[src/rtl/dmem_arbiter.sv]
// Arbitrates the single-port data RAM between the MEM stage (C) and the debug/loader (D).
// Grants are combinational; the loader may lock the RAM for a bounded burst.
module dmem_arbiter #(
  parameter int unsigned CPU_PRIO = 1,
  parameter int unsigned MAX_WAIT = 8,
  parameter int unsigned LOCK_MAX = 64,
  parameter int unsigned ADDR_HI  = 14
) (
  input  logic        clk,
  input  logic        rst_n,
  input  logic        cpu_req,
  input  logic        cpu_we,
  input  logic [31:0] cpu_addr,
  input  logic [31:0] cpu_wdata,
  output logic [31:0] cpu_rdata,
  output logic        cpu_ack,
  output logic        cpu_stall,
  input  logic        dbg_req,
  input  logic        dbg_we,
  input  logic        dbg_lock,
  input  logic [31:0] dbg_addr,
  input  logic [31:0] dbg_wdata,
  output logic [31:0] dbg_rdata,
  output logic        dbg_ack,
  output logic [31:0] ram_a,
  output logic [31:0] ram_wd,
  output logic        ram_we,
  input  logic [31:0] ram_rd,
  output logic        err
);

  typedef enum logic {IDLE, LOCKED} state_t;

  localparam logic [7:0]  WAIT_LIM = 8'(MAX_WAIT);
  localparam logic [15:0] LOCK_LIM = 16'(LOCK_MAX);

  state_t      r_state, w_state_nxt;
  logic        r_last_gnt, w_last_gnt_nxt;
  logic [7:0]  r_wait_cnt, w_wait_cnt_nxt;
  logic [15:0] r_lock_cnt, w_lock_cnt_nxt;
  logic        r_relock_block, w_relock_nxt;
  logic        r_err;

  logic        w_gnt_c, w_gnt_d, w_we, w_oor;
  logic [31:0] w_addr;
  logic [15:0] w_lock_inc;

  // Grant selection; everything is held off while reset is asserted.
  always_comb begin
    w_gnt_c = 1'b0;
    w_gnt_d = 1'b0;
    if (rst_n) begin
      if (r_state == LOCKED) begin
        w_gnt_d = dbg_req;
      end else if (cpu_req && dbg_req) begin
        if (r_wait_cnt == WAIT_LIM)  w_gnt_d = 1'b1;
        else if (CPU_PRIO != 0)      w_gnt_c = 1'b1;
        else if (r_last_gnt)         w_gnt_c = 1'b1;
        else                         w_gnt_d = 1'b1;
      end else begin
        w_gnt_c = cpu_req;
        w_gnt_d = dbg_req;
      end
    end
  end

  always_comb begin
    w_addr = '0;
    w_we   = 1'b0;
    ram_wd = '0;
    if (w_gnt_d) begin
      w_addr = dbg_addr;
      w_we   = dbg_we;
      ram_wd = dbg_wdata;
    end else if (w_gnt_c) begin
      w_addr = cpu_addr;
      w_we   = cpu_we;
      ram_wd = cpu_wdata;
    end
    w_oor     = (w_gnt_c || w_gnt_d) && (|w_addr[31:ADDR_HI]);
    ram_a     = w_addr;
    ram_we    = w_we && !w_oor;
    cpu_ack   = w_gnt_c;
    dbg_ack   = w_gnt_d;
    cpu_rdata = (w_gnt_c && !w_oor) ? ram_rd : '0;
    dbg_rdata = (w_gnt_d && !w_oor) ? ram_rd : '0;
    cpu_stall = cpu_req && !w_gnt_c;
    err       = r_err;
  end

  // The lock-entry cycle counts as the first locked cycle, so a LOCKED cycle
  // whose incremented count reaches LOCK_MAX is the last one.
  always_comb begin
    w_state_nxt    = r_state;
    w_lock_cnt_nxt = r_lock_cnt;
    w_relock_nxt   = r_relock_block && dbg_lock;
    w_lock_inc     = r_lock_cnt + 16'd1;
    w_last_gnt_nxt = w_gnt_d ? 1'b1 : (w_gnt_c ? 1'b0 : r_last_gnt);
    if (!dbg_req || w_gnt_d)       w_wait_cnt_nxt = '0;
    else if (r_wait_cnt != WAIT_LIM) w_wait_cnt_nxt = r_wait_cnt + 8'd1;
    else                           w_wait_cnt_nxt = r_wait_cnt;
    case (r_state)
      IDLE: begin
        if (w_gnt_d && dbg_lock && !r_relock_block) begin
          if (LOCK_MAX > 1) begin
            w_state_nxt    = LOCKED;
            w_lock_cnt_nxt = 16'd1;
          end else begin
            w_relock_nxt   = 1'b1;
          end
        end
      end
      LOCKED: begin
        w_lock_cnt_nxt = w_lock_inc;
        if (!dbg_lock) begin
          w_state_nxt = IDLE;
        end else if (w_lock_inc == LOCK_LIM) begin
          w_state_nxt  = IDLE;
          w_relock_nxt = 1'b1;
        end
      end
      default: w_state_nxt = IDLE;
    endcase
  end

  always_ff @(posedge clk or negedge rst_n) begin
    if (!rst_n) begin
      r_state        <= IDLE;
      r_last_gnt     <= 1'b0;
      r_wait_cnt     <= '0;
      r_lock_cnt     <= '0;
      r_relock_block <= 1'b0;
      r_err          <= 1'b0;
    end else begin
      r_state        <= w_state_nxt;
      r_last_gnt     <= w_last_gnt_nxt;
      r_wait_cnt     <= w_wait_cnt_nxt;
      r_lock_cnt     <= w_lock_cnt_nxt;
      r_relock_block <= w_relock_nxt;
      r_err          <= r_err | w_oor;
    end
  end

endmodule

[config.mk]
export PLATFORM = sky130hd
export DESIGN_NAME = dmem_arbiter
export DESIGN_NICKNAME = d
export VERILOG_FILES = /design/src/rtl/dmem_arbiter.sv
export SDC_FILE = /design/constraint.sdc
export NUM_CORES = 1
export LEC_CHECK = 0
export CAP_MARGIN = 20
export CORE_MARGIN = 10
export CORE_UTILIZATION = 29
export CTS_CLUSTER_DIAMETER = 100
export DETAILED_ROUTE_END_ITERATION = 10
export PLACE_DENSITY = 0.81
export SYNTH_ARGS = -nofsm -noshare
export SYNTH_HDL_FRONTEND = slang
export SYNTH_SLANG_ARGS = --single-unit
[constraint.sdc]
create_clock -name clk -period 2.95 [get_ports clk]
set_input_delay 0.59 -clock clk [delete_from_list [all_inputs] [get_ports clk]]
set_output_delay 0.59 -clock clk [all_outputs]
set_load 0.005 [all_outputs]
==> impl_metrics.csv, run 1 <==
group,metric,value,unit
setup_path,end_kind,"primary output",
global_route,antenna_found_initial,2,
logic_synthesis,syn_nets,502,
power_and_ir_drop,p_leak,3.29,nW
setup_path,cp-startpoint,"r_wait_cnt[7]$_DFFE_PN0P_",
power_and_ir_drop,p_per_area,195,nW/um2
floorplanning,initial_core_util,29.8,%
detailed_routing,num_vias,4189,
finish,final_core_util,68.2,%
timing,drv_slew,0,
logic_synthesis,syn_avg_cell_area,8.34,um2
run_status,status,"complete, but fails checks",
timing,skew,6.74,ps
logic_synthesis,synthArstFlopShare,100,%
clock_network,clkSinkCount,27,
power_and_ir_drop,total_power,1.24,mW
global_route,grt_pass1_vias,4471,
global_route,grt_use_total,27.0,%
logic_synthesis,synth.area.top_cells,"dfrtp_1 24%, a22o_1 24%, and3_1 15%, xor2_1 4.4%, clkbuf_1 3.5%",
finish,final_nets,831,
global_route,grt.overflow.total,0,
logic_synthesis,netlist_area,2770,um2
floorplanning,die_w,118,um
logic_synthesis,yosysSeqAreaShare,24.4,%
timing,setup_viol,4,
timing,rsz0062_at_grt,"true",
finish,nFillCells,809,
timing,tightest_slew,521,ps
floorplanning,die_y,118,um
detailed_routing,drt-pass1-iter-count,4,
run_status,violations,"setup timing",
floorplanning,ios,300,
floorplanning,dieArea,13900,um2
clock_network,tritoncts,"done",
clock_network,cts_max_level,1,
power_and_ir_drop,ir_drop,166,uV
floorplanning,fp.coreArea,9280,um2
clock_network,cts-buffers-inserted,3,
setup_path,crit_type,"flop to primary output",
place,place.gp.congestion,0.995,
place,port_buffers,299,
clock_network,ctsRootBufferMaster,"clkbuf_8",
clock_network,holdBufCountCts,0,
timing,worst_slack,-23.7,ps
timing,fmax,336,MHz
timing,slew_headroom,65.0,%
finish,layout-drive-gt1-share,26.8,%
logic_synthesis,yosysTopAreaCell,"dfrtp_1",
detailed_routing,wirelength,20.2,mm
global_route,grt_pass1_wl,29.1,mm
clock_network,clkTransAtPathRegs,90,ps
finish,final_common_cell,"clkdlybuf4s50_1",
setup_path,crit_arrival,2380,ps
timing,period_needed,2970,ps
logic_synthesis,synth_edf_count,0,
detailed_routing,ant_nets,0,
detailed_routing,first_iter_violations,279,
finish,synthToLayoutAreaGrowth,129,%
setup_path,start_kind,"flop",
logic_synthesis,synth_cell_types,44,
min_path,min_path_type,"input port to asynchronous set/reset pin",
detailed_routing,viasPerCell,5.30,
timing,hold_viol_final,0,
logic_synthesis,synth_top_area_share,24.4,%
setup_path,worstReg2RegStart,"r_wait_cnt[7]$_DFFE_PN0P_",
detailed_routing,detail_route.wl_per_cell,25.6,um
floorplanning,rows,35,
global_route,grt_max_degree,35,
job,maxCapViolations,0,
detailed_routing,drc,0,
logic_synthesis,synthCells,332,
logic_synthesis,synthFlopType,"dfrtp_1",
clock_network,clkLatencyLatePin,280,ps
logic_synthesis,synth-seq-cells,27,
place,hpwlAfterDp,16.4,mm
logic_synthesis,yosysWarnings,0,
setup_path,critPathMaxFanout,5,
setup_path,worstPathRequired,2360,ps
timing,post-route-period-util,101,%
clock_network,clockBufferDepth,2,
place,dp_slack,-557,ps
finish,layout_common_cells,"135 x clkdlybuf4s50_1, 76 x a22o_1, 74 x dlygate4sd2_1",
metal layers:
layer	vias up	track usage [%]	routed length [um]	share of wire, %
met5	-	0	0	0
met4	0	9.51	974	4.8
met3	46	8.97	1810	9.0
met2	217	52.8	11200	55
met1	1979	25.3	6270	31
li1	1947	-	-	-
where the power goes:
group	leakage [nW]	switching (mW)	internal (mW)	total [mW]
combinational	2.90	0.236	0.370	0.606
sequential	0.365	0.0263	0.389	0.415
clock	0.0255	0.120	0.0948	0.214
stage by stage:
step | instance area, um2 | cells | setup TNS (ps) | hold slack (ps)
CTS | 6430 | 786 | -0.0344 | 481
global route | 6330 | 790 | -3150 | 400
detailed placement | 6130 | 758 | -44010 | 459
global placement | 6130 | 758 | -43260 | 453
finish | 6330 | 791 | -80.6 | 387
floorplan | 2770 | 332 | 0 | 294
cell usage after synthesis (6+ instances only):
cell / count
a22o_1: 77
and3_1: 68
buf_2: 6
clkbuf_1: 26
dfrtp_1: 27
inv_1: 6
nand2_1: 11
nand3_1: 13
nor2_1: 16
nor3_1: 9
nor4_1: 7
xnor2_1: 8
xor2_1: 14
cells by family (layout without fill, tap and decap cells):
logic type               count (synthesis)  count (layout)  share of synthesized area [%]
AND/OR/NAND/NOR                        143             143                           30.8
flip-flops                              27              27                           24.4
buffers and inverters                   40             368                           5.69
multiplexers                             1               1                          0.361
adder cells (fa/ha/maj)                  3               3                           1.36
XOR/XNOR                                22              22                           6.96
AO/OA/AOI/OAI                           96              96                           30.4
other                                    0               2                              0
area by class of cell:
class,instances,area (um2),area share (%)
timing repair buffer,357,3320,52.4
antenna,2,5.00,0.0791
inverter,7,28.8,0.455
sequential,27,676,10.7
clock inverter,1,5.00,0.0791
tap,129,161,2.55
clock buffer,3,41.3,0.652
multi-input combinational,265,2100,33.1
registers in the layout (all words and copies together) (netlist names):
name            cells
r_lock_cnt         16
r_wait_cnt          8
err                 1
r_relock_block      1
r_state             1
path summary, 6_finish.rpt:
kind                                         endpoint  slack (ps)  cells after the start
min                         r_wait_cnt[5]$_DFFE_PN0P_         390                      2
min reg2reg                             err$_DFF_PN0_         470                      1
max reg2reg                 r_lock_cnt[4]$_DFFE_PN0P_         640                     10
max                                         ram_wd[3]         -20                      9
max in group asynchronous  r_lock_cnt[11]$_DFFE_PN0P_        2320                      2
min in group clk                        err$_DFF_PN0_         470                      1
what timing repair did:
action,in CTS,in global routing
pin swaps,16,7
resized for setup,291,124
buffers inserted,16,3
setup endpoints to repair,131,93
cloned,8,0
worst max-delay path, cell delays in order, from the launching register on:
cell	delay, ps
dfrtp_1	430
nor4_2	330
nand4b_1	220
inv_2	120
a21oi_4	70
buf_12	140
buf_12	130
buf_4	150
a22o_4	230
dlygate4sd2_1	280
(Power assumes the default switching activity.)
==> run 2, diff against run 1 <==
ABC_AREA = 1   (was unset)
CORE_UTILIZATION = 30   (was 29)
PLACE_DENSITY = 0.8   (was 0.81)
==> run 2 against run 1 <==
  * The run still ends with setup timing left
  * Core utilization grew 5.5 points
  * Count of clock-buffer cells in the layout unchanged
  * Synthesized cell count rose by 36%
  * Maximum frequency decreased by 11%
  * First-iteration DRC count increased by 110%
  * Die area rose by 3.5%
  * Synthesized area up 7.8%
  * Routed wire length rose by 28%
  * Sequential power rose by 8.2%
  * Cell count rose by 21%
  * Non-clock buffer count grew 30
  * Clock skew is 8.0 ps higher
  * Highest routed layer is now met5
==> impl_metrics.csv, run 2 <==
group,metric,value,unit
logic_synthesis,synth-seq-cells,27,
logic_synthesis,synthAdderAreaFrac,1.26,%
setup_path,start_kind,"flop",
detailed_routing,viasPerCell,5.42,
floorplanning,fp.coreArea,9730,um2
clock_network,clkTransAtPathRegs,110,ps
logic_synthesis,syn_avg_cell_area,6.62,um2
detailed_routing,drt-pass1-iter-count,6,
timing,period_needed,3330,ps
power_and_ir_drop,p_leak,3.55,nW
place,place.gp.congestion,0.999,
detailed_routing,wirelength,25.8,mm
logic_synthesis,yosysSeqAreaShare,22.6,%
logic_synthesis,synth_xor_area_share,1.76,%
timing,drv_slew,0,
logic_synthesis,synth_top_family_by_area,"simple AND/OR/NAND/NOR gates",
floorplanning,die_y,120,um
run_status,violations,"setup timing",
min_path,min_path_type,"input port to asynchronous set/reset pin",
run_status,status,"complete, but fails checks",
logic_synthesis,synth-compound-area-share,20.4,%
logic_synthesis,syn_nets,621,
finish,regMostFlops,"r_lock_cnt",
floorplanning,dieArea,14300,um2
floorplanning,ios,300,
logic_synthesis,synth_top_area_share,22.6,%
floorplanning,initial_core_util,30.7,%
setup_path,rr_endpoint,"r_lock_cnt[1]$_DFFE_PN0P_",
logic_synthesis,synth_cell_types,34,
power_and_ir_drop,p_per_area,215,nW/um2
logic_synthesis,yosys.area_share.simple,38.6,%
clock_network,clkLatencyLatePin,290,ps
place,port_buffers,299,
power_and_ir_drop,ir_drop,189,uV
finish,largestRegisters,"r_lock_cnt (16), r_wait_cnt (8)",
timing,post-route-period-util,113,%
clock_network,tritoncts,"done",
place,dp.cells,914,
logic_synthesis,synthArstFlopShare,100,%
timing,rsz0062_at_grt,"true",
finish,largest_reg_flops,16,
setup_path,critPathMaxFanout,8,
setup_path,worstPathRequired,2360,ps
detailed_routing,detail_route.wl_per_cell,27.1,um
finish,final_common_cell,"clkdlybuf4s50_1",
logic_synthesis,synthTopCellsByCount,"87 x nor2_1, 76 x inv_1, 53 x nand2_1",
finish,num_antenna_cells,0,
floorplanning,die_w,120,um
global_route,grt.overflow.total,0,
logic_synthesis,synth.area.mux_share,0,%
logic_synthesis,yosysWarnings,0,
clock_network,clockBufferDepth,2,
logic_synthesis,synthFlopType,"dfrtp_1",
setup_path,worstReg2RegStart,"r_wait_cnt[0]$_DFFE_PN0P_",
clock_network,clkSinkCount,27,
global_route,grt_max_degree,17,
clock_network,cts-buffers-inserted,3,
finish,synthToLayoutAreaGrowth,140,%
logic_synthesis,synth.area.top_cells,"dfrtp_1 23%, a22o_1 14%, nor2_1 11%, inv_1 9.6%, nand2_1 6.7%",
logic_synthesis,yosysMostFrequentCell,"nor2_1",
finish,layout-drive-gt1-share,39.8,%
timing,setup_viol,66,
global_route,antenna_found_initial,3,
finish,fin_cells,954,
setup_path,reg2reg_setup_slack,500,ps
floorplanning,rows,36,
detailed_routing,ant_nets,0,
logic_synthesis,netlist_area,2990,um2
timing,hold_viol_final,0,
timing,skew,14.7,ps
timing,slew_headroom,75.1,%
logic_synthesis,synthCells,451,
global_route,grt_pass1_vias,5076,
logic_synthesis,yosysTopAreaCell,"dfrtp_1",
finish,final_nets,992,
timing,tightest_slew,371,ps
timing,setup_tns,-19470,ps
logic_synthesis,synth_edf_count,0,
clock_network,holdBufCountCts,0,
detailed_routing,num_vias,5166,
power_and_ir_drop,total_power,1.54,mW
setup_path,r2r_cells,14,
clock_network,ctsRootBufferMaster,"clkbuf_8",
timing,worst_slack,-384,ps
job,maxCapViolations,0,
global_route,grt_use_total,31.7,%
place,hpwlAfterDp,19.7,mm
finish,layout_common_cells,"167 x clkdlybuf4s50_1, 72 x inv_1, 55 x buf_4",
detailed_routing,drc,0,
setup_path,end_kind,"primary output",
setup_path,crit_arrival,2740,ps
setup_path,crit_type,"flop to primary output",
timing,fmax,300,MHz
global_route,grt_pass1_wl,34.7,mm
detailed_routing,first_iter_violations,582,
clock_network,cts_max_level,1,
==> run 2: final cells by class <==
type | count | area (um2)
inverters | 79 | 304
flip-flops and latches | 27 | 676
clock inverters | 1 | 7.51
multi-input cells | 324 | 2370
repair buffers | 387 | 3600
fillers | 690 | 2560
well taps | 133 | 166
clock buffers | 3 | 41.3
==> run 2: kinds of logic after synthesis <==
| kind of cell | after synthesis |
|---|---|
| simple gates | 230 |
| buf+inv | 102 |
| compound gates | 83 |
| flops | 27 |
| xor+xnor | 6 |
| fa+ha+maj | 3 |
==> run 2: worst max-delay path by stage <==
stage / from / endpoint / depth (start not counted)
2_1_floorplan: r_wait_cnt[0]$_DFFE_PN0P_ / cpu_rdata[10] / 14
3_3_place_gp: cpu_req / dbg_rdata[3] / 13
3_5_place_dp: cpu_req / dbg_rdata[3] / 14
4_1_cts: r_wait_cnt[0]$_DFFE_PN0P_ / dbg_rdata[26] / 15
5_1_grt: r_wait_cnt[1]$_DFFE_PN0P_ / dbg_rdata[22] / 17
6_report: r_wait_cnt[0]$_DFFE_PN0P_ / cpu_rdata[25] / 17
==> run 2: routing by layer <==
metal / global-route usage, % / wire, um / up-vias
li1: - / - / 2225
met1: 37.2 / 9480 / 2462
met2: 51.5 / 11700 / 401
met3: 16.1 / 3720 / 72
met4: 5.35 / 880 / 6
met5: 0 / 34 / -
==> run 2: report_power, final <==
part	switching (mW)	leakage [nW]	internal, mW
Clock	0.128	0.0217	0.0962
Sequential	0.0369	0.364	0.412
Combinational	0.407	3.16	0.462
==> run 2: repair_timing <==
action | 4_1_cts | 5_1_grt
cloned | 7 | 2
pin swaps | 19 | 21
setup endpoints to repair | 131 | 115
gates resized for setup | 404 | 214
buffers inserted | 22 | 10
==> run 2: worst max-delay path: stages, from the launching register on <==
cell     delay [ps]
dfrtp_1         380
inv_2            60
ha_4            160
nand3_4         100
buf_6           110
o21ai_4          70
buf_6           130
buf_6           130
nand3_1          80
nand2_1         120
nor2_4          140
nand2_4          80
nor2_8          160
nand4_4         150
buf_12          170
buf_12          140
nor2_1          110
buf_2           140
==> run 2: metrics by stage <==
| stage | worst slack [ps] | hold WS, ps | util (%) | instance area, um2 |
|---|---|---|---|---|
| after global placement | -638 | 510 | 66.8 | 6500 |
| after detailed placement | -650 | 506 | 66.8 | 6500 |
| after CTS | -281 | 481 | 69.8 | 6790 |
| after global routing | -517 | 307 | 73.7 | 7170 |
| after floorplan | 428 | 294 | - | 2990 |
| final | -384 | 298 | 73.7 | 7170 |
